==> config.mk <==
export PLATFORM = sky130hd
export DESIGN_NAME = hazard_scoreboard
export DESIGN_NICKNAME = d
export VERILOG_FILES = /design/src/rtl/hazard_pkg.sv /design/src/rtl/hazard_sb_entry.sv /design/src/rtl/hazard_scoreboard.sv
export SDC_FILE = /design/constraint.sdc
export NUM_CORES = 1
export LEC_CHECK = 0
export CORE_MARGIN = 4
export CORE_UTILIZATION = 25
export DETAILED_ROUTE_END_ITERATION = 6
export SLEW_MARGIN = 20
export SYNTH_ARGS = -nofsm -noshare
export SYNTH_HDL_FRONTEND = slang
export SYNTH_SLANG_ARGS = --single-unit
==> constraint.sdc <==
create_clock -name clk -period 6.55 [get_ports clk]
set_input_delay 1.31 -clock clk [delete_from_list [all_inputs] [get_ports clk]]
set_output_delay 1.31 -clock clk [all_outputs]
set_load 0.02 [all_outputs]
==> src/rtl/hazard_pkg.sv <==
// Shared widths and types for the miniRV data-hazard scoreboard.
// Build option: HAZ_PERF_CNT_EN adds the stall-cycle counter.
package hazard_pkg;
    localparam int AW = 5;
    localparam int LAT_W = 3;
    localparam int NREG = 1 << AW;

    typedef logic [AW-1:0] reg_addr_t;
    typedef logic [LAT_W-1:0] lat_t;
endpackage

==> src/rtl/hazard_sb_entry.sv <==
// One scoreboard slot: fixed-latency countdown plus
// variable-latency pending bit for a single register.
module hazard_sb_entry
    import hazard_pkg::*;
#(
    parameter int LAT_W = hazard_pkg::LAT_W
) (
    input  logic             clk,
    input  logic             rst,
    input  logic             load,
    input  logic             load_var,
    input  logic [LAT_W-1:0] load_lat,
    input  logic             done,
    output logic             busy,
    output logic             pend
);

    logic [LAT_W-1:0] cnt;

    // A new issue overrides both the countdown and any release
    always_ff @(posedge clk) begin
        if (rst) begin
            cnt  <= '0;
            pend <= 1'b0;
        end else if (load) begin
            cnt  <= load_var ? '0 : load_lat;
            pend <= load_var | (pend & ~done);
        end else begin
            if (cnt != '0)
                cnt <= cnt - 1'b1;
            if (done)
                pend <= 1'b0;
        end
    end

    assign busy = (cnt != '0) | pend;

endmodule

==> src/rtl/hazard_scoreboard.sv <==
// Per-register hazard scoreboard beside ID: stalls readers and
// WAW writers. HAZ_PERF_CNT_EN adds the stall_cycles counter.
module hazard_scoreboard
    import hazard_pkg::*;
#(
    parameter int NUM_RD = 2,
    parameter int AW     = hazard_pkg::AW,
    parameter int LAT_W  = hazard_pkg::LAT_W
) (
    input  logic                 clk,
    input  logic                 rst,
    input  logic                 id_valid,
    input  logic [NUM_RD*AW-1:0] id_rs_addr,
    input  logic [NUM_RD-1:0]    id_rs_read,
    input  logic [AW-1:0]        id_rd_addr,
    input  logic                 id_rd_we,
    input  logic [LAT_W-1:0]     id_lat,
    input  logic                 id_var,
    input  logic                 var_done,
    input  logic [AW-1:0]        var_rd,
    input  logic                 flush,
    output logic                 stall,
    output logic [NUM_RD-1:0]    haz_port,
    output logic                 busy_any
`ifdef HAZ_PERF_CNT_EN
    ,
    output logic [31:0]          stall_cycles
`endif
);

    localparam int NR = 1 << AW;

    logic [NR-1:0] busy_v;
    logic [NR-1:0] pend_v;
    logic          waw;
    logic          issue;
    logic          rd_nz;

    // x0 is never tracked
    assign busy_v[0] = 1'b0;
    assign pend_v[0] = 1'b0;

    assign rd_nz = (id_rd_addr != '0);

    for (genvar r = 1; r < NR; r++) begin : g_ent
        logic hit_rd;
        logic hit_done;

        assign hit_rd   = issue & (id_rd_addr == AW'(r));
        assign hit_done = var_done & (var_rd == AW'(r));

        hazard_sb_entry #(
            .LAT_W(LAT_W)
        ) u_ent (
            .clk     (clk),
            .rst     (rst),
            .load    (hit_rd),
            .load_var(id_var),
            .load_lat(id_lat),
            .done    (hit_done),
            .busy    (busy_v[r]),
            .pend    (pend_v[r])
        );
    end

    for (genvar i = 0; i < NUM_RD; i++) begin : g_port
        logic [AW-1:0] rs;

        assign rs = id_rs_addr[i*AW +: AW];
        assign haz_port[i] = id_valid & id_rs_read[i]
                           & (rs != '0) & busy_v[rs];
    end

    assign waw = id_valid & id_rd_we & rd_nz & pend_v[id_rd_addr];

    assign stall = (|haz_port) | waw;

    assign issue = id_valid & ~stall & ~flush & id_rd_we & rd_nz;

    assign busy_any = |busy_v;

`ifdef HAZ_PERF_CNT_EN
    always_ff @(posedge clk) begin
        if (rst)
            stall_cycles <= '0;
        else if (stall)
            stall_cycles <= stall_cycles + 32'd1;
    end
`endif

endmodule
==> results.md <==
- The origin of the worst setup path is id_rd_addr[0].
- The part of the total power dissipated in sequential elements is 27.4%.
- Across every metal layer, demand over resource in global routing totals 12.98%.
- The initial antenna violation count is 1.
- The multi-input combinational cells in the finished layout cover a total of 0.006206 sq mm.
- The gate family responsible for the most delay along the worst path is buffers and inverters.
- In this run, synthesis produced a sequential element count of 124.
- The synthesized netlist devotes 25.89% of its cell area to simple gates.
- In this run the horizontal extent of the chip is 200.4 microns.
- The maximum cell stage delay along the critical path is roughly 0.92 ns.
- The antenna violation net count after detailed routing is 0.
- The clock drives 124 sinks.
- The routability congestion estimate from global placement is 0.9410.
- Counting flops with a built-in enable in the synthesized netlist gives 0.
- The count of input and output buffers is 35.
- The number of hold buffers added after CTS is 0.
- The number of vias per cell after detailed routing is 4.990.
- In this run, the combinational gates consume 49.0% of the power.
- The number of placed I/O pins is 36.
- Net switching is 37.60% of the power.
- The cell area after placement is around 0.01 sq mm.
- Of the total synthesized cell area, the portion taken by full adders, half adders and majority gates is 8.386%.
- Sorting the synthesized cells by how often they occur yields sky130_fd_sc_hd__dfxtp_1 (124), sky130_fd_sc_hd__nor2_1 (113), sky130_fd_sc_hd__inv_1 (75).
- After global routing the overflow that remains totals 0.
- The share of total power dissipated in the clock network is 23.6%.
- The number of nets in the layout is 1115.
- The cell type with the highest occurrence count on the critical path is sky130_fd_sc_hd__clkdlybuf4s50_1.
- The number of library cell types mapped by synthesis is 58.
- The longest clock path from root to sink contains 2 buffers.
- TritonCTS built the clock tree.
- The final hold violation count is 0.
- After synthesis, the mean cell area works out to 9.195 sq um.
- The wire length of the first global-routing pass is 41.93 mm.
- The path class of the tightest hold or removal check is reg -> reg.
- The startpoint identified for the worst hold timing path is g_ent[12].u_ent.pend.
- The total via count after detailed routing is 7500.
- The data required time at the worst endpoint is 5.24 ns.
- The post-synthesis instance total is 1006.
- The cell with the largest stage delay on the worst path is sky130_fd_sc_hd__clkdlybuf4s50_1.
- In this run the static leakage power is 4.326 nW.
- The number of resized instances in the post-cts repair step is 0.
- At the pin with the least slew margin, the transition time is 1.042 ns.
- In this run the standard cell core region covers 0.03652 sq mm.
- By startpoint and endpoint, the worst setup path is classified as in -> out.
- For this design the total switching power over the nets is 1.605 mW.
- By area the synthesized netlist is led by sky130_fd_sc_hd__dfxtp_1 (27%), sky130_fd_sc_hd__ha_1 (8.4%), sky130_fd_sc_hd__mux2i_1 (6.7%), sky130_fd_sc_hd__mux2_4 (6.5%), sky130_fd_sc_hd__nand4_4 (5.7%).
- The area of the die is 0.04014 sq mm.
- Of the total synthesized cell area, the portion taken by XOR and XNOR cells is 2.935%.
- The number of nets handed over by synthesis was 1100.
- The share of flip-flops with an asynchronous set or reset after synthesis is 0%.
- In the final layout, the share of cells above drive strength 1 is 15.18%.
- For this run, design rule violations remaining after detail routing come to 0.
- The clock-pin slew on the worst setup and hold paths is 0.06 ns.
- After legalization and detailed placement, the total HPWL measured 19.37 mm.
- After clock tree synthesis, the setup repair step added 0 buffers.
- The number of standard-cell rows in the floorplan is 70.
- In this run the vertical extent of the chip is 200.4 microns.
- The clock tree synthesis step divided the H-tree into 4 levels.
- The via count of the first global-routing pass was 7368.
- Based on the critical path, the design can be clocked at up to 168.4 MHz.
- The largest total area in the synthesized netlist belongs to sky130_fd_sc_hd__dfxtp_1.
- The post-route cell area is 0.01067 sq mm.
- At the later pin of the worst-skew pair, clock insertion delay measures 0.42 ns.
- The most used flip-flop cell after synthesis is sky130_fd_sc_hd__dfxtp_1.
- The kind of launch point of the worst setup path is an input pin.
- The layout-stage area growth over the synthesis result is 15.30%.
- Entering global routing, the biggest net connects 66 pins.
- The cell-internal power is between 2 and 3 mW.
- The portion of netlist area occupied by mux cells is 19.29%.
- The worst hold slack across all endpoints is 0.5011 ns.
- The total clock buffers created by CTS is 17.
- The number of DRC violations after detailed-routing iteration 0 is 651.
- The sum of negative setup slack is 0 ns.
- Setup repair after global routing left no endpoint under its margin.
- The register cell area after layout is 0.002482 sq mm.
- The worst-case IR drop observed on VDD is 0.2040 mV.
- The worst-case clock skew is 0.005890 ns.
- Across the run, the number of max-cap violations was 0.
- The startpoint identified for the worst register-to-register timing path is g_ent[13].u_ent.cnt[0].
- The routed wire length is around 26 mm.
- After synthesis, the largest family of logic cells by area is simple AND/OR/NAND/NOR gates.
- After layout, the minimum clock period comes to 5.937 ns.
- Summing the areas of all compound-gate instances in the mapped netlist gives 10.37% of the synthesized area.
- The top cell type by area accounts for 26.84% of the synthesized area.
- Sequential elements use 26.84% of the synthesized area.
- Power spread over the standard cell area amounts to 400.3 mW/mm^2.
- The arrival time at the worst endpoint is 4.63 ns.
- Walking the worst path, the cells encountered are clkdlybuf4s50_1, mux4_2, o22ai_1, a221oi_1, a2bb2oi_1, nand2_1, nand3_1, clkdlybuf4s50_1.
- By instance count, the leading cell after synthesis is sky130_fd_sc_hd__dfxtp_1.
- The flow ran to the end, and the final reports show no timing, DRC or antenna violations.
- For this configuration, the core starts out at a cell density of 25.33%.
- The worst pin sits at a relative slew slack of 30.40%.
- The number of filler cells placed in the layout is 3758.
- In the final routed layout, each cell accounts on average for 17.56 microns.
- The tree is rooted in a sky130_fd_sc_hd__clkbuf_16.
- The count of pins over their slew limit is 0.
- The worst-path maximum fanout is 16.
- The critical path contains buffers and inverters numbering 2 combined.
- The mapped netlist covers 0.009250 sq mm.
- Setup violations remaining at the end of the flow were counted as 0.
- For this run, the detailed router's first-pass iteration total came to 5.
- The share of the cycle needed by the critical path after routing is 90.64%.
- The capturing element type of the critical path is an output port.
- The total number of yosys warnings is 0.
[sequential cells by signal (all words and copies together) (netlist names)]
| register | cells |
|---|---|
| g_ent.u_ent.pend | 31 |
| g_ent.u_ent.cnt | 93 |
[path summary, 6_finish.rpt]
| kind | slack, ns | cells after the start | to |
|---|---|---|---|
| max reg2reg | 2.47 | 10 | g_ent[8].u_ent.cnt[0] |
| min reg2reg | 0.50 | 2 | g_ent[12].u_ent.pend |
| min | 0.50 | 2 | g_ent[12].u_ent.pend |
| max | 0.61 | 8 | stall |
[logic make-up (layout without fill, tap and decap cells)]
group	Yosys count	in the layout
XOR/XNOR	31	31
other	0	1
flip-flops	124	124
adder cells (fa/ha/maj)	62	62
AND/OR/NAND/NOR	389	389
multiplexers	140	140
buffers and inverters	133	161
AO/OA/AOI/OAI	127	127
[cell type report]
cell class	count	share of cell area [%]
Multi-Input combinational cell	749	58.19
Sequential cell	124	23.28
Tap cell	468	5.490
Timing Repair Buffer	52	4.435
Clock buffer	22	4.352
Inverter	77	2.710
Clock inverter	10	1.525
Antenna cell	1	0.02346
[per-layer routing]
metal	GRT usage (%)	part of all wire, %
met2	22.16	48
met3	2.380	4.7
met1	16.35	44
met4	4.892	3.0
met5	0	0
[cell usage in the layout (no fill, tap or decap), drive strengths merged, types with 10 or more instances in the layout]
| cell type | netlist | layout |
|---|---|---|
| clkbuf | 39 | 22 |
| nor3 | 18 | 18 |
| nand2 | 65 | 65 |
| o21ai | 24 | 24 |
| nand3 | 26 | 26 |
| mux2 | 66 | 66 |
| ha | 62 | 62 |
| nor3b | 24 | 24 |
| o311ai | 10 | 10 |
| xnor2 | 31 | 31 |
| a21oi | 11 | 11 |
| nand2b | 44 | 44 |
| and3 | 10 | 10 |
| nor2 | 113 | 113 |
| mux4 | 12 | 12 |
| clkdlybuf4s50 | 0 | 34 |
| dfxtp | 124 | 124 |
| nand4 | 44 | 44 |
| mux2i | 62 | 62 |
| and2 | 12 | 12 |
| buf | 17 | 18 |
| inv | 77 | 78 |
| o211ai | 47 | 47 |
[tightest hold or removal path, cell delays in order, from the launching register on]
cell                      delay [ns]
sky130_fd_sc_hd__dfxtp_1        0.33
sky130_fd_sc_hd__nand3_1        0.06
sky130_fd_sc_hd__o21ai_0        0.06
[stage by stage]
stage / instances / utilization [%] / setup slack (ns) / power, mW
CTS: 1502 / 29.19 / 0.6905 / 4.303
detailed placement: 1470 / 27.48 / 0.7212 / 3.268
finish: 1503 / 29.20 / 0.6133 / 4.269
global placement: 1470 / 27.48 / 0.7568 / 3.208
global route: 1503 / 29.20 / 0.4656 / 4.621
floorplan: 1006 / - / 1.944 / 2.838
[power by group through the flow]
| stage | Sequential (mW) | Clock, mW | Combinational, mW |
|---|---|---|---|
| after floorplan | 1.15 | 0 | 1.69 |
| after global placement | 1.17 | 0 | 2.03 |
| after detailed placement | 1.18 | 0 | 2.09 |
| after CTS | 1.17 | 1.03 | 2.10 |
| after global routing | 1.21 | 1.06 | 2.35 |
| final | 1.17 | 1.01 | 2.09 |
No activity file was read; power rests on OpenSTA's default activity.
